--- src/rtl/i2c_controller_if.sv ---
// i2c_controller_if: host command/data handshake and open-drain pad signals of the I2C controller
interface i2c_controller_if;
   logic       cmd_valid;
   logic       cmd_ready;
   logic [6:0] cmd_addr;
   logic       cmd_rw;
   logic [3:0] cmd_len;
   logic [7:0] wr_data;
   logic       wr_valid;
   logic       wr_ready;
   logic [7:0] rd_data;
   logic       rd_valid;
   logic       scl_oe;
   logic       sda_oe;
   logic       sda_in;
   logic       scl_in;
   logic       busy;
   logic       done;
   logic       nack;
   modport master (
      output cmd_valid, cmd_addr, cmd_rw, cmd_len, wr_data, wr_valid, sda_in, scl_in,
      input  cmd_ready, wr_ready, rd_data, rd_valid, scl_oe, sda_oe, busy, done, nack
   );
   modport slave (
      input  cmd_valid, cmd_addr, cmd_rw, cmd_len, wr_data, wr_valid, sda_in, scl_in,
      output cmd_ready, wr_ready, rd_data, rd_valid, scl_oe, sda_oe, busy, done, nack
   );
endinterface

--- src/rtl/i2c_controller.sv ---
// i2c_controller: byte-level I2C initiator (START, address+R/W, data bytes with ACK, STOP) on open-drain enables
// Optional responder clock stretching is enabled by defining I2C_CLOCK_STRETCH_EN.
module i2c_controller #(
   parameter int QUARTER = 8
) (
   input  logic            clk,
   input  logic            reset,
   i2c_controller_if.slave bus
);
   localparam int QW = $clog2(QUARTER);
   typedef enum logic [3:0] {IDLE, START, ADDR, AACK, WDATA, WACK, RDATA, RACK, STOP} state_t;
   state_t        state_q, state_d;
   logic [QW-1:0] qcnt_q, qcnt_d;
   logic [1:0]    qph_q, qph_d;
   logic [2:0]    bit_q, bit_d;
   logic [7:0]    sh_q, sh_d, rd_data_q, rd_data_d;
   logic [3:0]    len_q, len_d;
   logic          rw_q, rw_d, wait_q, wait_d, samp_q, samp_d;
   logic          scl_oe_q, scl_oe_d, sda_oe_q, sda_oe_d;
   logic          rd_valid_q, rd_valid_d, wr_ready_q, wr_ready_d, done_q, done_d;
   logic          nack_q, nack_d, busy_q, busy_d, cmd_ready_q, cmd_ready_d;
   logic [1:0]    sda_s_q;
   logic          qend, hold, wr_req, go_stop;

   assign qend = qcnt_q == QW'(QUARTER - 1);

`ifdef I2C_CLOCK_STRETCH_EN
   logic [1:0] scl_s_q;
   // Synchronize the SCL pad so a stretching responder can be observed
   always_ff @(posedge clk) scl_s_q <= reset ? 2'b11 : {scl_s_q[0], bus.scl_in};
   // The first two clocks of q2 still show our own low drive through the synchronizer, so they never hold
   assign hold = qph_q[1] && !scl_s_q[1] && !(qph_q == 2'd2 && qcnt_q <= QW'(1));
`else
   assign hold = 1'b0;
`endif

   // Next-state: quarter timing, bit/byte sequencing and the pad levels for the coming quarter
   always_comb begin
      state_d = state_q; qcnt_d = qcnt_q; qph_d = qph_q; bit_d = bit_q; sh_d = sh_q;
      len_d = len_q; rw_d = rw_q; wait_d = wait_q; samp_d = samp_q;
      scl_oe_d = scl_oe_q; sda_oe_d = sda_oe_q; rd_data_d = rd_data_q; rd_valid_d = 1'b0;
      wr_ready_d = 1'b0; done_d = 1'b0; nack_d = nack_q; busy_d = busy_q; cmd_ready_d = cmd_ready_q;
      wr_req = 1'b0; go_stop = 1'b0;
      if (state_q == IDLE) begin
         if (bus.cmd_valid && cmd_ready_q) begin
            state_d = START; qph_d = 2'd0; qcnt_d = '0;
            sh_d = {bus.cmd_addr, bus.cmd_rw}; len_d = bus.cmd_len; rw_d = bus.cmd_rw;
            nack_d = 1'b0; busy_d = 1'b1; cmd_ready_d = 1'b0;
         end
      end else if (wait_q) begin
         wr_req = 1'b1;
      end else if (!hold) begin
         qcnt_d = qend ? '0 : qcnt_q + 1'b1;
         if (qend) begin
            qph_d = qph_q + 2'd1;
            if (qph_q == 2'd2) begin
               samp_d = sda_s_q[1];
               if (state_q == RDATA) begin
                  sh_d = {sh_q[6:0], sda_s_q[1]};
                  rd_valid_d = bit_q == 3'd0;
                  rd_data_d = bit_q == 3'd0 ? {sh_q[6:0], sda_s_q[1]} : rd_data_q;
               end
            end
            if (qph_q == 2'd1) begin
               sda_oe_d = state_q == START ? 1'b1 : sda_oe_q;
               scl_oe_d = state_q == START ? scl_oe_q : 1'b0;
            end else if (qph_q == 2'd2) begin
               scl_oe_d = state_q == START ? 1'b1 : scl_oe_q;
               sda_oe_d = state_q == STOP ? 1'b0 : sda_oe_q;
            end else if (qph_q == 2'd3) begin
               scl_oe_d = 1'b1;
               case (state_q)
                  START: begin
                     state_d = ADDR; bit_d = 3'd7; sda_oe_d = ~sh_q[7];
                  end
                  ADDR, WDATA: begin
                     if (bit_q != 3'd0) begin
                        bit_d = bit_q - 3'd1; sh_d = {sh_q[6:0], 1'b0}; sda_oe_d = ~sh_q[6];
                     end else begin
                        state_d = state_q == ADDR ? AACK : WACK; sda_oe_d = 1'b0;
                     end
                  end
                  RDATA: begin
                     if (bit_q != 3'd0) bit_d = bit_q - 3'd1;
                     else begin
                        state_d = RACK; sda_oe_d = len_q != 4'd1;
                     end
                  end
                  AACK: begin
                     nack_d = nack_q | samp_q;
                     go_stop = samp_q || len_q == 4'd0;
                     wr_req = !go_stop && !rw_q;
                     if (!go_stop && rw_q) begin
                        state_d = RDATA; bit_d = 3'd7; sda_oe_d = 1'b0;
                     end
                  end
                  WACK: begin
                     len_d = len_q - 4'd1; nack_d = nack_q | samp_q;
                     go_stop = samp_q || len_q == 4'd1;
                     wr_req = !go_stop;
                  end
                  RACK: begin
                     len_d = len_q - 4'd1;
                     go_stop = len_q == 4'd1;
                     if (!go_stop) begin
                        state_d = RDATA; bit_d = 3'd7; sda_oe_d = 1'b0;
                     end
                  end
                  STOP: begin
                     state_d = IDLE; scl_oe_d = 1'b0; sda_oe_d = 1'b0;
                     done_d = 1'b1; busy_d = 1'b0; cmd_ready_d = 1'b1;
                  end
                  default: ;
               endcase
            end
         end
      end
      if (go_stop) begin
         state_d = STOP; scl_oe_d = 1'b1; sda_oe_d = 1'b1;
      end
      // Entering a write byte stalls in q0 with SCL low until the host offers data
      if (wr_req) begin
         state_d = WDATA; qph_d = 2'd0; qcnt_d = '0; bit_d = 3'd7; scl_oe_d = 1'b1;
         wait_d = !bus.wr_valid; wr_ready_d = bus.wr_valid;
         sh_d = bus.wr_valid ? bus.wr_data : sh_q;
         sda_oe_d = bus.wr_valid ? ~bus.wr_data[7] : 1'b0;
      end
   end

   // State, datapath and registered outputs; SDA synchronizer shares the same clocked block
   always_ff @(posedge clk) begin
      if (reset) begin
         state_q <= IDLE; qcnt_q <= '0; qph_q <= 2'd0; bit_q <= 3'd0; sh_q <= 8'd0;
         len_q <= 4'd0; rw_q <= 1'b0; wait_q <= 1'b0; samp_q <= 1'b1;
         scl_oe_q <= 1'b0; sda_oe_q <= 1'b0; rd_data_q <= 8'd0; rd_valid_q <= 1'b0;
         wr_ready_q <= 1'b0; done_q <= 1'b0; nack_q <= 1'b0; busy_q <= 1'b0;
         cmd_ready_q <= 1'b1; sda_s_q <= 2'b11;
      end else begin
         state_q <= state_d; qcnt_q <= qcnt_d; qph_q <= qph_d; bit_q <= bit_d; sh_q <= sh_d;
         len_q <= len_d; rw_q <= rw_d; wait_q <= wait_d; samp_q <= samp_d;
         scl_oe_q <= scl_oe_d; sda_oe_q <= sda_oe_d; rd_data_q <= rd_data_d; rd_valid_q <= rd_valid_d;
         wr_ready_q <= wr_ready_d; done_q <= done_d; nack_q <= nack_d; busy_q <= busy_d;
         cmd_ready_q <= cmd_ready_d; sda_s_q <= {sda_s_q[0], bus.sda_in};
      end
   end

   assign bus.cmd_ready = cmd_ready_q;
   assign bus.wr_ready  = wr_ready_q;
   assign bus.rd_data   = rd_data_q;
   assign bus.rd_valid  = rd_valid_q;
   assign bus.scl_oe    = scl_oe_q;
   assign bus.sda_oe    = sda_oe_q;
   assign bus.busy      = busy_q;
   assign bus.done      = done_q;
   assign bus.nack      = nack_q;
endmodule

--- src/flat_wrapper.sv ---
// flat-port wrapper written by rule: the top's interface ports become plain ports
module i2c_controller_flat 
#(
   parameter int QUARTER = 8
)
  (clk, reset, bus_cmd_valid, bus_cmd_addr, bus_cmd_rw, bus_cmd_len, bus_wr_data, bus_wr_valid, bus_sda_in, bus_scl_in, bus_cmd_ready, bus_wr_ready, bus_rd_data, bus_rd_valid, bus_scl_oe, bus_sda_oe, bus_busy, bus_done, bus_nack);
  i2c_controller_if bus_i ();
  input  logic clk;
  input  logic reset;
  input wire logic [$bits(bus_i.cmd_valid)-1:0] bus_cmd_valid;
  input wire logic [$bits(bus_i.cmd_addr)-1:0] bus_cmd_addr;
  input wire logic [$bits(bus_i.cmd_rw)-1:0] bus_cmd_rw;
  input wire logic [$bits(bus_i.cmd_len)-1:0] bus_cmd_len;
  input wire logic [$bits(bus_i.wr_data)-1:0] bus_wr_data;
  input wire logic [$bits(bus_i.wr_valid)-1:0] bus_wr_valid;
  input wire logic [$bits(bus_i.sda_in)-1:0] bus_sda_in;
  input wire logic [$bits(bus_i.scl_in)-1:0] bus_scl_in;
  output wire logic [$bits(bus_i.cmd_ready)-1:0] bus_cmd_ready;
  output wire logic [$bits(bus_i.wr_ready)-1:0] bus_wr_ready;
  output wire logic [$bits(bus_i.rd_data)-1:0] bus_rd_data;
  output wire logic [$bits(bus_i.rd_valid)-1:0] bus_rd_valid;
  output wire logic [$bits(bus_i.scl_oe)-1:0] bus_scl_oe;
  output wire logic [$bits(bus_i.sda_oe)-1:0] bus_sda_oe;
  output wire logic [$bits(bus_i.busy)-1:0] bus_busy;
  output wire logic [$bits(bus_i.done)-1:0] bus_done;
  output wire logic [$bits(bus_i.nack)-1:0] bus_nack;
  assign bus_i.cmd_valid = bus_cmd_valid;
  assign bus_i.cmd_addr = bus_cmd_addr;
  assign bus_i.cmd_rw = bus_cmd_rw;
  assign bus_i.cmd_len = bus_cmd_len;
  assign bus_i.wr_data = bus_wr_data;
  assign bus_i.wr_valid = bus_wr_valid;
  assign bus_i.sda_in = bus_sda_in;
  assign bus_i.scl_in = bus_scl_in;
  assign bus_cmd_ready = bus_i.cmd_ready;
  assign bus_wr_ready = bus_i.wr_ready;
  assign bus_rd_data = bus_i.rd_data;
  assign bus_rd_valid = bus_i.rd_valid;
  assign bus_scl_oe = bus_i.scl_oe;
  assign bus_sda_oe = bus_i.sda_oe;
  assign bus_busy = bus_i.busy;
  assign bus_done = bus_i.done;
  assign bus_nack = bus_i.nack;
  i2c_controller #(.QUARTER(QUARTER)) u_core (.clk(clk), .reset(reset), .bus(bus_i));
endmodule
--- config.mk ---
export PLATFORM = sky130hd
export DESIGN_NAME = i2c_controller_flat
export DESIGN_NICKNAME = d
export VERILOG_FILES = /design/src/rtl/i2c_controller_if.sv /design/src/rtl/i2c_controller.sv /design/src/flat_wrapper.sv
export SDC_FILE = /design/constraint.sdc
export NUM_CORES = 1
export LEC_CHECK = 0
export CORE_MARGIN = 2
export CORE_UTILIZATION = 54
export CTS_BUF_LIST = sky130_fd_sc_hd__clkbuf_8
export CTS_CLUSTER_DIAMETER = 50
export DETAILED_ROUTE_END_ITERATION = 16
export PLACE_DENSITY_LB_ADDON = 0.1
export SLEW_MARGIN = 0
export SYNTH_ARGS = -nofsm -noshare
export SYNTH_HDL_FRONTEND = slang
export SYNTH_SLANG_ARGS = --single-unit
--- constraint.sdc ---
create_clock -name clk -period 4.3 [get_ports clk]
set_input_delay 1.29 -clock clk [delete_from_list [all_inputs] [get_ports clk]]
set_output_delay 1.29 -clock clk [all_outputs]
set_load 0.005 [all_outputs]
==> flow_metrics.tcl <==
set metrics [dict create \
    clkSlewWorstSetupHoldPaths_ps 90 \
    synth_edf_count 0 \
    start_kind "primary input" \
    fillers 436 \
    slowest_delay_ps 480 \
    crit_path_end_kind "register" \
    ys_types 58 \
    antenna_found_initial 0 \
    power_density_nw_per_um2 505 \
    final_nets 412 \
    worstMarginPinSlew_ps 746 \
    synth_warnings 0 \
    crit_type "in -> reg" \
    syn_nets 384 \
    cts_buffer_depth 2 \
    place_inst 436 \
    post_cts_buffers 0 \
    cts_tree "yes" \
    wl_per_cell_um 16.2 \
    numCtsBuffers 5 \
    final_cell_mix "dfxtp_1, nor2_1, clkdlybuf4s50_1" \
    setup_tns_ps 0 \
    final_common_cell "dfxtp_1" \
    placed_cell_area_um2 3130 \
    fin_crit_sh 0.668 \
    period_minus_slack_ps 2870 \
    arrival_ps 3060 \
    crit_path_cell_trace "clkdlybuf4s50_1 > nand2_1 > nor2_1 > a21oi_1 > a211oi_2 > mux2i_1 > nor3_1" \
    vias 2672 \
    postSynthAreaPerCell_um2 7.79 \
    dp_hpwl_um 5000 \
    cts_htree_levels 2 \
    cp_slowest_cell "clkdlybuf4s50_1" \
    syn_area_um2 2710 \
    cts_sinks 45 \
    finalMaxSlewViolations 0 \
    start_util 0.567 \
    syn_inst 348 \
    area_growth_pct 19.4 \
    grt_pass1_wl_um 11500 \
    dr.first_iter.drc_count 224 \
    fin_area_um2 3240 \
    drive_gt1_frac 0.0663 \
    design.die.area_um2 5600 \
    post_cts_resized 0 \
    final_core_util 0.676 \
    row_count 25 \
    crit_required_ps 4490 \
    firstDrtPassIters 5 \
    routed_wl_um 7170 \
    grt_max_degree 30 \
    ios 42 \
    relSlewSlack 0.498 \
    port-buffer-count 40 \
    power.static_leakage_nw 1.25 \
    postSynth.asyncResetShare 0 \
    max-vdd-ir-drop_v 0.000285 \
    ant_nets 0 \
    maxCapViolations 0 \
    place_congestion 0.963 \
    crit_path_max_fanout 6 \
    hold_buffers 0 \
    grt_setup_unrepaired "false" \
    hold_viol 0 \
    clkLatencyLatePin_ps 310 \
    grt_pass1_vias 2405 \
    cts_root_buffer "clkbuf_8" \
    drcViolationCount 0 \
    via_per_inst 6.02 \
    dieWidth_um 74.9 \
    finalNonFillerCells 444 \
    finalSetupViolCount 0 \
    ys.flop_type "dfxtp_1" \
    antenna-diode-count 0 \
    grt.total_usage 0.270 \
    fmaxAchievable_mhz 348 \
    ys_seq_area_frac 0.332 \
    die_h_um 74.9 \
    status "completed" \
    overflow 0 \
    core-area_um2 4790 \
    fin_hold_ws_ps 415 \
    hold_class "reg -> reg" \
    yosys_register_bits 45 \
    clock_skew_ps 9.47 \
]
==> stage by stage <==
stage,power [W],setup slack [ps]
after detailed placement,0.00129,1110
after global routing,0.00174,1290
after global placement,0.00128,1130
after CTS,0.00162,1430
final,0.00163,1430
after floorplan,0.00110,1980
==> area by class of cell <==
class                           count  area [µm²]  share of cell area
Sequential cell                    45         901               0.278
Tap cell                           67        83.8              0.0259
Multi-Input combinational cell    268        1670               0.516
Clock buffer                        5        68.8              0.0213
Inverter                           13        48.8              0.0151
Timing Repair Buffer               43         423               0.131
Clock inverter                      3        42.5              0.0131
==> per-layer routing <==
layer / share of wire / up-vias / global-route usage
li1: - / 1316 / -
met3: 0.084 / 16 / 0.0683
met2: 0.45 / 118 / 0.423
met1: 0.44 / 1222 / 0.355
met5: 0 / - / 0
met4: 0.022 / 0 / 0.109
==> power by group <==
| group | switching [W] | internal [W] | leakage [nW] |
|---|---|---|---|
| registers | 0.000109 | 0.000497 | 0.367 |
| logic | 0.000417 | 0.000279 | 0.824 |
| clock network | 0.000158 | 0.000172 | 0.0595 |
| total | 0.000684 | 0.000949 | 1.25 |
==> worst paths after layout <==
check | startpoint | to | slack (ps) | depth (start not counted)
max | bus_cmd_valid | u_core.state_q[0]$_SDFFE_PP0P_ | 1430 | 7
min | u_core.sda_s_q[0]$_SDFF_PP1_ | u_core.sda_s_q[1]$_SDFF_PP1_ | 410 | 1
min reg2reg | u_core.sda_s_q[0]$_SDFF_PP1_ | u_core.sda_s_q[1]$_SDFF_PP1_ | 410 | 1
max reg2reg | u_core.state_q[1]$_SDFFE_PP0P_ | u_core.state_q[0]$_SDFFE_PP0P_ | 1470 | 6
==> cell families after synthesis <==
family	count (synthesis)	share of synthesized area
DFF	45	0.332
xor gates and xnor gates	1	0.00323
muxes	13	0.0485
adders and majority gates	10	0.0461
and+or+nand+nor	151	0.293
buffers and inverters	35	0.0521
AOI/OAI and AO/OA	93	0.225
==> registers in the layout, indices dropped and copies added, names as in the netlist, 2 cells and up <==
name and count:
u_core.bit_q 3, u_core.sh_q 8, u_core.qcnt_q 3, u_core.sda_s_q 2, u_core.qph_q 2, u_core.state_q 4
u_core.len_q 4, u_core.bus.rd_data 8
==> worst max-delay path, delay by kind of cell <==
kind	cells	cell delay, ps
buffers and inverters	1	480
muxes	1	220
AOI/OAI and AO/OA	2	480
and+or+nand+nor	3	600
==> synthesized netlist by cell type (3+ instances only) <==
master / count / area (µm²)
dfxtp_1: 45 / 901
nor2_1: 43 / 161
nand2_1: 39 / 146
a21oi_1: 22 / 110
o21ai_0: 22 / 110
clkbuf_1: 13 / 48.8
inv_1: 13 / 48.8
mux2i_1: 12 / 120
nand3_1: 12 / 60.1
nor3_1: 12 / 60.1
ha_1: 10 / 125
a31oi_1: 9 / 56.3
buf_2: 8 / 40.0
nand2b_1: 5 / 31.3
nor2b_1: 5 / 31.3
o211ai_1: 5 / 37.5
a22oi_1: 4 / 30.0
a31o_2: 4 / 35.0
nand4_1: 4 / 25.0
nor3b_1: 4 / 30.0
a221oi_1: 3 / 26.3
and2_1: 3 / 18.8
or4b_1: 3 / 30.0
Note: power is estimated with default switching activity, not from simulation.
